File: config.mk
export PLATFORM = sky130hd
export DESIGN_NAME = dft_fix37_to_float_e8m23_pipe_flat
export DESIGN_NICKNAME = d
export VERILOG_FILES = /design/src/rtl/dft_fix2flt_pkg.sv /design/src/rtl/dft_fix37_to_float_e8m23_pipe_if.sv /design/src/rtl/dft_lzd37.sv /design/src/rtl/dft_fix37_to_float_e8m23_pipe.sv /design/src/flat_wrapper.sv
export SDC_FILE = /design/constraint.sdc
export NUM_CORES = 1
export LEC_CHECK = 0
export ABC_CLOCK_PERIOD_IN_PS = 6390
export CORE_MARGIN = 3
export CORE_UTILIZATION = 30
export CTS_CLUSTER_DIAMETER = 80
export DETAILED_ROUTE_END_ITERATION = 10
export HOLD_SLACK_MARGIN = 0.08
export PLACE_DENSITY = 0.44
export SLEW_MARGIN = 10
export SYNTH_ARGS = -nofsm -noshare
export SYNTH_HDL_FRONTEND = slang
export SYNTH_SLANG_ARGS = --single-unit
File: constraint.sdc
create_clock -name aclk -period 6.39 [get_ports aclk]
set_clock_uncertainty 0.2 [all_clocks]
set_input_delay 0.639 -clock aclk [delete_from_list [all_inputs] [get_ports aclk]]
set_output_delay 0.639 -clock aclk [all_outputs]
set_load 0.03 [all_outputs]
File: src/rtl/dft_fix2flt_pkg.sv
// Shared constants and float field layout for the fixed<->float conversion blocks.
package dft_fix2flt_pkg;
    localparam int IN_W       = 37;
    localparam int FRAC_W     = 34;
    localparam int EXP_W      = 8;
    localparam int MAN_W      = 23;
    localparam int EXP_BIAS   = 127;
    localparam int PIPE_DEPTH = 4;
    localparam int POS_W      = $clog2(IN_W);

    typedef struct packed {
        logic             sign;
        logic [EXP_W-1:0] exp;
        logic [MAN_W-1:0] man;
    } float_t;
endpackage

File: src/rtl/dft_fix37_to_float_e8m23_pipe_if.sv
// Sample/result bundle for the fixed-to-float converter; the inexact flag exists only
// when FIX2FLT_INEXACT_EN is defined.
interface dft_fix37_to_float_e8m23_pipe_if;
    import dft_fix2flt_pkg::*;

    logic             in_valid;
    logic [IN_W-1:0]  x;
    logic             out_valid;
    logic             a_sign;
    logic [EXP_W-1:0] a_exp;
    logic [MAN_W-1:0] a_man;
`ifdef FIX2FLT_INEXACT_EN
    logic             inexact;

    modport master (output in_valid, x, input out_valid, a_sign, a_exp, a_man, inexact);
    modport slave  (input in_valid, x, output out_valid, a_sign, a_exp, a_man, inexact);
`else
    modport master (output in_valid, x, input out_valid, a_sign, a_exp, a_man);
    modport slave  (input in_valid, x, output out_valid, a_sign, a_exp, a_man);
`endif
endinterface

File: src/rtl/dft_lzd37.sv
// Combinational leading-one detector: index of the highest set bit plus an all-zero flag.
module dft_lzd37
    import dft_fix2flt_pkg::*;
(
    input  logic [IN_W-1:0]  i_mag,
    output logic [POS_W-1:0] o_pos,
    output logic             o_zero
);
    // Ascending scan so the last hit (highest index) wins.
    always_comb begin
        o_pos = '0;
        for (int i = 0; i < IN_W; i++) begin
            if (i_mag[i]) o_pos = POS_W'(i);
        end
    end

    assign o_zero = ~|i_mag;
endmodule

File: src/rtl/dft_fix37_to_float_e8m23_pipe.sv
// Four-stage Q2.34 to IEEE-754 single converter (sign/mag, LZD, normalize+RNE, pack).
// Optional sticky/guard flag output enabled by FIX2FLT_INEXACT_EN.
module dft_fix37_to_float_e8m23_pipe
    import dft_fix2flt_pkg::*;
(
    input  logic                            aclk,
    input  logic                            areset_n,
    input  logic                            astall,
    dft_fix37_to_float_e8m23_pipe_if.slave  bus
);
    localparam logic [POS_W-1:0] TOP_POS = POS_W'(IN_W - 1);

    function automatic logic [MAN_W:0] round_rne(input logic [MAN_W-1:0] frac,
                                                 input logic guard, input logic sticky);
        logic inc;
        inc = guard & (sticky | frac[0]);
        return {1'b0, frac} + (MAN_W+1)'(inc);
    endfunction

    function automatic float_t pack_float(input logic sign, input logic zero,
                                          input logic [POS_W-1:0] pos,
                                          input logic [MAN_W:0] rnd);
        float_t           f;
        logic [EXP_W:0]   e;
        e = (EXP_W+1)'(pos) + (EXP_W+1)'(EXP_BIAS - FRAC_W) + (EXP_W+1)'(rnd[MAN_W]);
        f.sign = sign;
        f.exp  = e[EXP_W-1:0];
        f.man  = rnd[MAN_W] ? '0 : rnd[MAN_W-1:0];
        if (zero) f = '0;
        return f;
    endfunction

    logic                    r_vld_p1, r_vld_p2, r_vld_p3, r_vld_p4;
    logic                    r_sign_p1, r_sign_p2, r_sign_p3;
    logic [IN_W-1:0]         r_mag_p1, r_mag_p2;
    logic                    r_zero_p2, r_zero_p3;
    logic [POS_W-1:0]        r_pos_p2, r_pos_p3;
    logic [MAN_W:0]          r_rnd_p3;
    float_t                  r_out_p4;

    logic signed [IN_W-1:0]  w_x_p0;
    logic [IN_W-1:0]         w_mag_p0;
    logic [POS_W-1:0]        w_pos_p1;
    logic                    w_zero_p1;
    logic [POS_W-1:0]        w_shift_p2;
    logic [IN_W-2:0]         w_norm_p2;
    logic [MAN_W-1:0]        w_frac_p2;
    logic                    w_guard_p2, w_sticky_p2;

    // ---- S1: sign / magnitude (negating -4.0 wraps to 2^36, which is the correct unsigned mag)
    assign w_x_p0   = $signed(bus.x);
    assign w_mag_p0 = w_x_p0[IN_W-1] ? $unsigned(-w_x_p0) : $unsigned(w_x_p0);

    // ---- S2: leading-one detect
    dft_lzd37 u_lzd (
        .i_mag  (r_mag_p1),
        .o_pos  (w_pos_p1),
        .o_zero (w_zero_p1)
    );

    // ---- S3: left-align so the leading one falls off the top as the hidden bit
    assign w_shift_p2  = TOP_POS - r_pos_p2;
    assign w_norm_p2   = (IN_W-1)'(r_mag_p2 << w_shift_p2);
    assign w_frac_p2   = w_norm_p2[IN_W-2 -: MAN_W];
    assign w_guard_p2  = w_norm_p2[IN_W-2-MAN_W];
    assign w_sticky_p2 = |w_norm_p2[IN_W-3-MAN_W:0];

    always_ff @(posedge aclk) begin
        if (!astall) begin
            if (bus.in_valid) begin
                r_sign_p1 <= bus.x[IN_W-1];
                r_mag_p1  <= w_mag_p0;
            end
            if (r_vld_p1) begin
                r_sign_p2 <= r_sign_p1;
                r_mag_p2  <= r_mag_p1;
                r_pos_p2  <= w_pos_p1;
                r_zero_p2 <= w_zero_p1;
            end
            if (r_vld_p2) begin
                r_sign_p3 <= r_sign_p2;
                r_zero_p3 <= r_zero_p2;
                r_pos_p3  <= r_pos_p2;
                r_rnd_p3  <= round_rne(w_frac_p2, w_guard_p2, w_sticky_p2);
            end
        end
    end

    // ---- S4: pack; valid chain and outputs are the only reset state
    always_ff @(posedge aclk) begin
        if (!areset_n) begin
            r_vld_p1 <= 1'b0;
            r_vld_p2 <= 1'b0;
            r_vld_p3 <= 1'b0;
            r_vld_p4 <= 1'b0;
            r_out_p4 <= '0;
        end else if (!astall) begin
            r_vld_p1 <= bus.in_valid;
            r_vld_p2 <= r_vld_p1;
            r_vld_p3 <= r_vld_p2;
            r_vld_p4 <= r_vld_p3;
            if (r_vld_p3) r_out_p4 <= pack_float(r_sign_p3, r_zero_p3, r_pos_p3, r_rnd_p3);
        end
    end

`ifdef FIX2FLT_INEXACT_EN
    logic r_inexact_p3, r_inexact_p4;

    always_ff @(posedge aclk) begin
        if (!astall && r_vld_p2) r_inexact_p3 <= w_guard_p2 | w_sticky_p2;
    end

    always_ff @(posedge aclk) begin
        if (!areset_n) begin
            r_inexact_p4 <= 1'b0;
        end else if (!astall && r_vld_p3) begin
            r_inexact_p4 <= r_inexact_p3;
        end
    end

    assign bus.inexact = r_inexact_p4;
`endif

    assign bus.out_valid = r_vld_p4;
    assign bus.a_sign    = r_out_p4.sign;
    assign bus.a_exp     = r_out_p4.exp;
    assign bus.a_man     = r_out_p4.man;
endmodule

File: src/flat_wrapper.sv
// flat-port wrapper written by rule: the top's interface ports become plain ports
module dft_fix37_to_float_e8m23_pipe_flat import dft_fix2flt_pkg::*;
  (aclk, areset_n, astall, bus_in_valid, bus_x, bus_out_valid, bus_a_sign, bus_a_exp, bus_a_man);
  dft_fix37_to_float_e8m23_pipe_if bus_i ();
  input  logic aclk;
  input  logic areset_n;
  input  logic astall;
  input wire logic [$bits(bus_i.in_valid)-1:0] bus_in_valid;
  input wire logic [$bits(bus_i.x)-1:0] bus_x;
  output wire logic [$bits(bus_i.out_valid)-1:0] bus_out_valid;
  output wire logic [$bits(bus_i.a_sign)-1:0] bus_a_sign;
  output wire logic [$bits(bus_i.a_exp)-1:0] bus_a_exp;
  output wire logic [$bits(bus_i.a_man)-1:0] bus_a_man;
  assign bus_i.in_valid = bus_in_valid;
  assign bus_i.x = bus_x;
  assign bus_out_valid = bus_i.out_valid;
  assign bus_a_sign = bus_i.a_sign;
  assign bus_a_exp = bus_i.a_exp;
  assign bus_a_man = bus_i.a_man;
  dft_fix37_to_float_e8m23_pipe u_core (.aclk(aclk), .areset_n(areset_n), .astall(astall), .bus(bus_i));
endmodule
## Word level (Yosys, flattened, before mapping)

Index checks and enable logic that the tools add are counted.

| word-level totals | value |
|---|---|
| bits in registers | 151 |
| logic and storage cells | 74 |

| operators by class | value |
|---|---|
| add/subtract/negate cells | 5 |
| shift operators | 1 |
| multiplexer cells | 38 |
| bitwise gates (word level) | 3 |
| reductions and logical operators | 8 |

Operators with widths:

| cell | count |
|---|---|
| $mux W6 | 30 |
| $neg A37 Y37 | 1 |
| $reduce_or A37 Y1 | 1 |
| $shl A37 B6 Y36 | 1 |
| $mux W36 | 1 |
| $mux W32 | 1 |
| $add A23 B1 Y24 | 1 |
| $mux W23 | 1 |
| $mux W3 | 4 |
| $reduce_or A12 Y1 | 1 |
| $add A6 B7 Y8 const B | 1 |
| $add A8 B1 Y8 | 1 |
| $reduce_and A2 Y1 | 4 |
| $sub A6 B6 Y6 const A | 1 |
| $reduce_or A5 Y1 | 1 |
| $and A1 B1 Y1 | 1 |
| $logic_not A1 Y1 | 1 |
| $mux W1 | 1 |
| $not A1 Y1 | 1 |
| $or A1 B1 Y1 | 1 |

## Longest topological paths before layout

| logic depth | value |
|---|---|
| word-level depth | 35 |
| mapped depth | 19 |

## Modules after synthesis

From an unflattened synthesis, not the netlist that was laid out.

| unflattened totals | value |
|---|---|
| cells, all modules | 813 |
| area, all modules | 9021.2 um^2 |

By module, submodules not included:

| module | instances | cells an instance | area an instance (um^2) | sequential area each (um^2) |
|---|---|---|---|---|
| dft_fix37_to_float_e8m23_pipe | 1 | 737 | 8583.2 | 4144.0 |
| dft_lzd37 | 1 | 76 | 437.9 | 0.0 |

## Worst setup path before layout

OpenSTA, ideal clock, no wires.

| timing path | value |
|---|---|
| path type | register -> register |
| from | reg u_core.r_pos_p2[0] |
| to | reg u_core.r_rnd_p3[18] (data pin) |
| library setup time | 0.268 ns |
| arrival | 4.394 ns |
| required time | 5.922 ns |
| setup slack | 1.528 ns |
| stages on the path, launching flop included | 20 |
| period minus slack after synthesis | 4.862 ns |
| path through | edfxtp_1 buf_6 buf_12 buf_4 buf_2 inv_1 ha_1 buf_2 buf_2 mux4_2 mux2i_1 o211ai_1 nor2_1 ha_1 or3b_1 clkbuf_1 or3_1 nor3_1 nand4_1 xnor2_1 |

| between the ends | value |
|---|---|
| word-level cells in the longest chain between the ends | 6 |

RTL lines:

| what | line | RTL |
|---|---|---|
| from (decl) | dft_fix37_to_float_e8m23_pipe.sv:37 | `logic [POS_W-1:0] r_pos_p2, r_pos_p3;` |
| from (signal assigned) | dft_fix37_to_float_e8m23_pipe.sv:77 | `r_pos_p2 <= w_pos_p1;` |
| $sub A6 B6 Y6 * | dft_fix37_to_float_e8m23_pipe.sv:62 | `assign w_shift_p2 = TOP_POS - r_pos_p2;` |
| $shl A37 B6 Y36 * | dft_fix37_to_float_e8m23_pipe.sv:63 | `assign w_norm_p2 = (IN_W-1)'(r_mag_p2 << w_shift_p2);` |
| $reduce_or A12 Y1 | dft_fix37_to_float_e8m23_pipe.sv:66 | `assign w_sticky_p2 = \|w_norm_p2[IN_W-3-MAN_W:0];` |
| $or A1 B1 Y1 | dft_fix37_to_float_e8m23_pipe.sv:16 | `inc = guard & (sticky \| frac[0]);` |
| $and A1 B1 Y1 | dft_fix37_to_float_e8m23_pipe.sv:16 |  |
| $add A23 B1 Y24 * | dft_fix37_to_float_e8m23_pipe.sv:17 | `return {1'b0, frac} + (MAN_W+1)'(inc);` |
| to (signal assigned) | dft_fix37_to_float_e8m23_pipe.sv:84 | `r_rnd_p3 <= round_rne(w_frac_p2, w_guard_p2, w_sticky_p2);` |
| to (decl) | dft_fix37_to_float_e8m23_pipe.sv:38 | `logic [MAN_W:0] r_rnd_p3;` |

Mark *: on every way between the ends. The rest lies on a longest branch, timed or not.
A chain may end at the register's enable or synchronous reset.

## Worst setup path in the final report

| timing path | value |
|---|---|
| from | reg u_core.r_pos_p2[1] |
| to | reg u_core.r_rnd_p3[22] (data pin) |

Same word-level chain as after synthesis.

==> results.md <==
- Outcome: complete, no violations
- IO buf count: 73
- Final Core Density: 0.367
- Global-route wire length before repair: 37300 um
- Gate Count Post-Synth: 775
- Psw: 0.617 mW
- Sequential share of power: 0.467
- Yosys cell types: 75
- Setup TNS: 0 ns
- CP Max Fanout: 15
- Fmax: 203 MHz
- Nets: 883
- CTS Buffer Depth: 2
- DIE WIDTH: 178 um
- Sink Count: 150
- Root Buffer: clkbuf_16
- Post-Syn Nets: 821
- HPWL Detailed: 18000 um
- CTS tree: done
- Area delta synth->final: 19.6%
- Gp weighted congestion: 0.904
- Gr usage total: 0.152
- Number of global-route vias before repair: 6630
- Crit end category: register
- Largest net degree at the start of global routing: 51
- Commonest cells post-synth: edfxtp_1, nand2_1, xnor2_1
- TritonRoute pass-1 iters: 5
- Max_cap viols: 0
- Power Dens Cells: 224 nW/um^2
- Via/cell ratio: 5.21
- Max-slew headroom: 0.251
- Final hold viol count: 0
- Most frequent cell after synthesis: edfxtp_1
- Fillcell total: 2808
- Drt drc: 0
- Worst IR Drop VDD: 0.174 mV
- Area post-placement: 10000 um^2
- Worst EP required: 6.35 ns
- Tightest Pin Transition: 1.12 ns
- Clock power frac: 0.426
- Worst Path Arrival: 4.88 ns
- N_diodes: 0
- Fin area: 10600 um^2
- Pleak: 3.41 nW
- Initial antenna violation count: 0
- Leading area contributor after synthesis: edfxtp_1
- Dpl ws: 1.41 ns
- Initial DRC count: 451
- Layout cells sized above 1: 0.135
- Area share of the largest cell type after synthesis: 0.385
- Core Area: 28900 um^2
- Drt total wl: 23300 um
- Post-CTS Hold Fix Bufs: 0
- Mean routed wirelength per cell: 18.9 um
- Sw Share: 0.259
- Clock transition at path regs: 0.06 ns
- Post-cts gate resize count: 0
- RSZ-0062 raised after global routing: no
- Kind of critical path: register to register
- Worst Hold Class: register to register
- Internal cell power: 1.77 mW
- Chip height: 178 um
- Post-synthesis register bit count: 150
- Post-Syn Area: 8890 um^2
- Skew-Pair Late Insertion Delay: 0.43 ns
- Top post-synthesis cells by area: edfxtp_1, dfxtp_1, mux4_2
- Final worst slack: 1.47 ns
- Seq/Total Area, Yosys: 0.466
- Period utilization: 0.770
- Total power draw: 2.38 mW
- Initial Util: 0.307
- Primary FF master, synth: edfxtp_1
- ANT nets after route: 0
- Gate power share: 0.106
- Die area: 31700 um^2
- # IOs: 74
- Via Count: 6433
- CP startpoint kind: register
- Clock buffer count from CTS: 17
- Slew Viols, Final: 0
- Row Count: 62
- Post-synth EDFFs: 114
- Overflow after GRT: 0
- Synth Area per Inst: 11.5 um^2
- H-tree depth: 4
- Setup violators final: 0
- Syn. warnings: 0
- Setup Fix Bufs, Post-CTS: 0
- Synth async-reset ratio: 0
- Minimum clock period: 4.92 ns
[worst paths after layout]
path / from / endpoint / slack, ns / cells past startpoint
max: u_core.r_pos_p2[1]$_SDFFCE_PP0P_ / u_core.r_rnd_p3[22]$_DFFE_PP_ / 1.47 / 14
min: u_core.r_zero_p2$_DFFE_PP_ / u_core.r_zero_p3$_DFFE_PP_ / 0.22 / 0
max reg2reg: u_core.r_pos_p2[1]$_SDFFCE_PP0P_ / u_core.r_rnd_p3[22]$_DFFE_PP_ / 1.47 / 14
min reg2reg: u_core.r_zero_p2$_DFFE_PP_ / u_core.r_zero_p3$_DFFE_PP_ / 0.22 / 0
[kinds of logic (layout without fill, tap and decap cells)]
| family | after synthesis | after routing | share of synthesized area |
|---|---|---|---|
| AND/OR/NAND/NOR | 233 | 233 | 0.141 |
| AO/OA/AOI/OAI | 172 | 172 | 0.140 |
| flip-flops | 150 | 150 | 0.466 |
| multiplexers | 89 | 89 | 0.150 |
| XOR/XNOR | 63 | 63 | 0.0629 |
| buffers and inverters | 63 | 138 | 0.0334 |
| adder cells (fa/ha/maj) | 5 | 5 | 0.00704 |
[power groups by stage]
stage | clock network, mW | registers (mW) | logic [mW]
floorplan | 0 | 1.13 | 0.167
global placement | 0 | 1.13 | 0.256
detailed placement | 0 | 1.14 | 0.255
CTS | 1.05 | 1.11 | 0.255
global route | 1.09 | 1.12 | 0.278
finish | 1.02 | 1.11 | 0.254
[stage by stage]
step           hold slack, ns  cells
2_1_floorplan           0.200    775
3_3_place_gp            0.216   1201
3_5_place_dp            0.206   1201
4_1_cts                 0.222   1233
5_1_grt                 0.240   1234
6_report                0.220   1234
[worst max-delay path: stages, from the launching register on]
cell,delay [ns]
edfxtp_1,0.41
inv_1,0.06
ha_1,0.49
buf_4,0.30
nor3b_2,0.58
mux2i_1,0.21
mux2i_1,0.41
o211ai_1,0.28
nor2_1,0.16
ha_1,0.18
or3b_1,0.45
nor2_1,0.18
nor4b_1,0.39
nand4_1,0.16
xor2_1,0.18
[cell usage in the layout, fill, tap and decap left out, types with 20 or more instances in the layout]
cell,n
edfxtp_1,114
clkdlybuf4s50_1,73
nand2_1,54
xnor2_1,52
nor2_1,41
mux2i_1,38
nor2b_1,38
dfxtp_1,36
a22oi_1,32
a21oi_1,28
o21ai_0,25
mux4_2,23
nor3_1,22
inv_1,21
mux2_2,20
[registers in the layout, summed over array words and instances (netlist names), 6 cells and up]
| signal | flops |
|---|---|
| u_core.r_pos_p3 | 6 |
| u_core.bus.a_man | 23 |
| u_core.r_mag_p1 | 37 |
| u_core.r_mag_p2 | 36 |
| u_core.bus.a_exp | 8 |
| u_core.r_rnd_p3 | 24 |
| u_core.r_pos_p2 | 6 |
[layout make-up]
type | instances | area, um^2 | area share
flip-flops and latches | 150 | 4140 | 0.390
clock buffers | 21 | 492 | 0.0463
multi-input cells | 562 | 4510 | 0.424
repair buffers | 85 | 833 | 0.0784
clock inverters | 11 | 96.3 | 0.00906
well taps | 384 | 480 | 0.0452
inverters | 21 | 78.8 | 0.00741
[per-layer routing]
layer / GRT usage / up-vias / part of all wire
met5: 0 / - / 0
met4: 0.0514 / 0 / 0.021
met3: 0.0221 / 23 / 0.031
met2: 0.259 / 136 / 0.50
met1: 0.196 / 3132 / 0.45
li1: - / 3142 / -
Note: power is estimated with default switching activity, not from simulation.
==> RTL change (same settings) <==
Set the package constant `EXP_W` to 12 (it was 8).
--- a/src/rtl/dft_fix2flt_pkg.sv
+++ b/src/rtl/dft_fix2flt_pkg.sv
@@ -4,3 +4,3 @@
     localparam int FRAC_W     = 34;
-    localparam int EXP_W      = 8;
+    localparam int EXP_W      = 12;
     localparam int MAN_W      = 23;
Interface: changed (resized bus_a_exp); port bits go from 74 to 78. No check against the original RTL was run, so the function may have changed too.
==> RTL change against the original RTL <==
Synthesized cell count up 6.2%. Wire length is 4.1% lower. Via count rose by 0.48%. Clock power up 4%. Sequential cell count is 1 higher. Die area grew 2.0%. Worst setup slack better by 0.23 ns. Cell area increased by 1.1%. Total power rose by 2.3%. Final cell count rose by 4.3%. Area after synthesis is 2.0% higher.
==> RTL change: results (changes against the original RTL) <==
Synthesis
  – Mean Syn Cell Area: 11.0 um^2 (-3.9%)
  – Sequential share of the synthesized area: 0.459 (-0.00711)
  – Synth cell types: 84 (+12%)
  – Main synth FF type: edfxtp_1
  – Synth top area cells: edfxtp_1, dfxtp_1, mux4_2
  – Synth Warn #: 0 (unchanged)
  – EDFF count, synth: 114 (unchanged)
  – Commonest cells post-synth: edfxtp_1, nand2_1, nor2_1
  – Async set-reset flop share out of synthesis: 0 (unchanged)

Global routing
  – Largest net degree at the start of global routing: 46 (-9.8%)
  – First-pass GRT wire length: 36.8 mm (-1.4%)
  – Initial antenna violation count: 0 (unchanged)
  – Vias in the first global route: 6,361 (-4.1%)
  – All-layer global routing usage: 0.139 (-0.0121)

Route
  – Pre-antenna DRT Iters: 5 (unchanged)
  – Total Routed Length: 22.4 mm (-4.1%)
  – Initial DRC count: 382 (-15%)
  – Via/cell ratio: 5.02 (-3.7%)
  – Avg WL per Cell: 17.4 um (-8.1%)

Min path
  – Hold Path Class: flop to flop

Setup path
  – Slowest stage delay, CP: 0.52 ns (-0.06 ns)
  – Crit path DAT: 4.68 ns (-0.20 ns)
  – Crit-path max FO: 33 (+18)
  – Slowest CP cell: mux4_2

Timing
  – Worst-Margin Slew: 1.05 ns (-0.0741 ns)

Layout
  – Filler cell count: 2,964 (+5.6%)
  – Share of cells above drive strength 1: 0.143 (+0.00740)
  – Diodes inserted: 0 (unchanged)
  – Biggest regs: u_core.r_mag_p1 (37), u_core.r_mag_p2 (36), u_core.r_rnd_p3 (24)
  – Nets: 931 (+5.4%)

Clock tree
  – Largest buffer count on any clock path: 2 (unchanged)
  – Clk slew on worst S/H paths: about 0.07 ns
  – TritonCTS buffer count: 17 (unchanged)
  – Setup repair bufs after CTS: 0 (unchanged)
  – CTS H-Tree Depth: 4 (unchanged)
  – Cts repair resizes: 0 (unchanged)
  – CTS root buf: clkbuf_16
  – Worst-Skew Late Latency: 0.43 ns (about the same)

Run status
  – Outcome: completed

Job
  – Maxcap violations: 0 (unchanged)

Place
  – Dpl cells: 1,255 (+4.5%)
  – GPL Wtd Cong: 0.914 (+1.1%)
  – Number of port buffers: 74 (+1.4%)
  – DP HPWL: 16.9 mm (-6.1%)

Pwr
  – Peak supply drop: 0.169 mV (-2.9%)
  – Lkg Pwr: 0.00352 uW (+3.2%)
[RTL change: cell types whose count changed in the layout (fill, tap and decap cells not counted), moves of 6 or more]
cell     before  now
inv_1        21   11
mux2_2       20   31
nand2_1      54   67
nor2_1       41   55
nand3_1      10   16
mux4_1        8    0
[RTL change: worst max-delay path, delay by kind of cell, from the launching register on]
family	cells	cell delay [ns]
muxes	3	1.21
and+or+nand+nor	5	0.89
DFF	1	0.40
AOI/OAI and AO/OA	1	0.19
buffers and inverters	3	0.84
adders and majority gates	2	0.71
[RTL change: per-stage QoR]
step / worst slack (ns) / cell area [um^2] / utilization
3_5_place_dp: 1.70 / 10100 / 0.342
4_1_cts: 1.67 / 10800 / 0.362
5_1_grt: 1.34 / 10700 / 0.362
3_3_place_gp: 1.73 / 10100 / 0.342
6_report: 1.69 / 10700 / 0.362
2_1_floorplan: 2.07 / 9080 / -
[RTL change: final cells by class]
class | count | share of cell area
Multi-Input combinational cell | 616 | 0.430
Sequential cell | 151 | 0.387
Timing Repair Buffer | 86 | 0.0764
Tap cell | 390 | 0.0454
Clock buffer | 17 | 0.0396
Clock inverter | 15 | 0.0170
Inverter | 12 | 0.00419
[RTL change: kinds of logic after synthesis]
group | count (synthesis) | synth area share
simple gates | 278 | 0.161
compound gates | 174 | 0.138
flops | 151 | 0.459
mux | 91 | 0.134
xor+xnor | 63 | 0.0641
buf+inv | 58 | 0.0353
fa+ha+maj | 7 | 0.00938
other cells | 1 | 0.000413
[RTL change: where the power goes]
part	leakage (uW)	switching, uW	internal (uW)
combinational	0.00188	144	116
sequential	0.00135	28.7	1090
clock	0.000297	465	594
total	0.00352	637	1800
[RTL change: layer usage]
metal	global-route usage	part of all wire
met1	0.194	0.48
met4	0.0436	0.020
met5	0	0
met2	0.225	0.46
met3	0.0198	0.033
[RTL change: worst paths after layout]
check                           from             endpoint  slack [ns]  cells past startpoint
hold / removal      u_core.r_sign_p1     u_core.r_sign_p2        0.23                      0
hold reg to reg     u_core.r_sign_p1     u_core.r_sign_p2        0.23                      0
setup reg to reg  u_core.r_pos_p2[0]  u_core.r_rnd_p3[18]        1.69                     14
setup / recovery  u_core.r_pos_p2[0]  u_core.r_rnd_p3[18]        1.69                     14
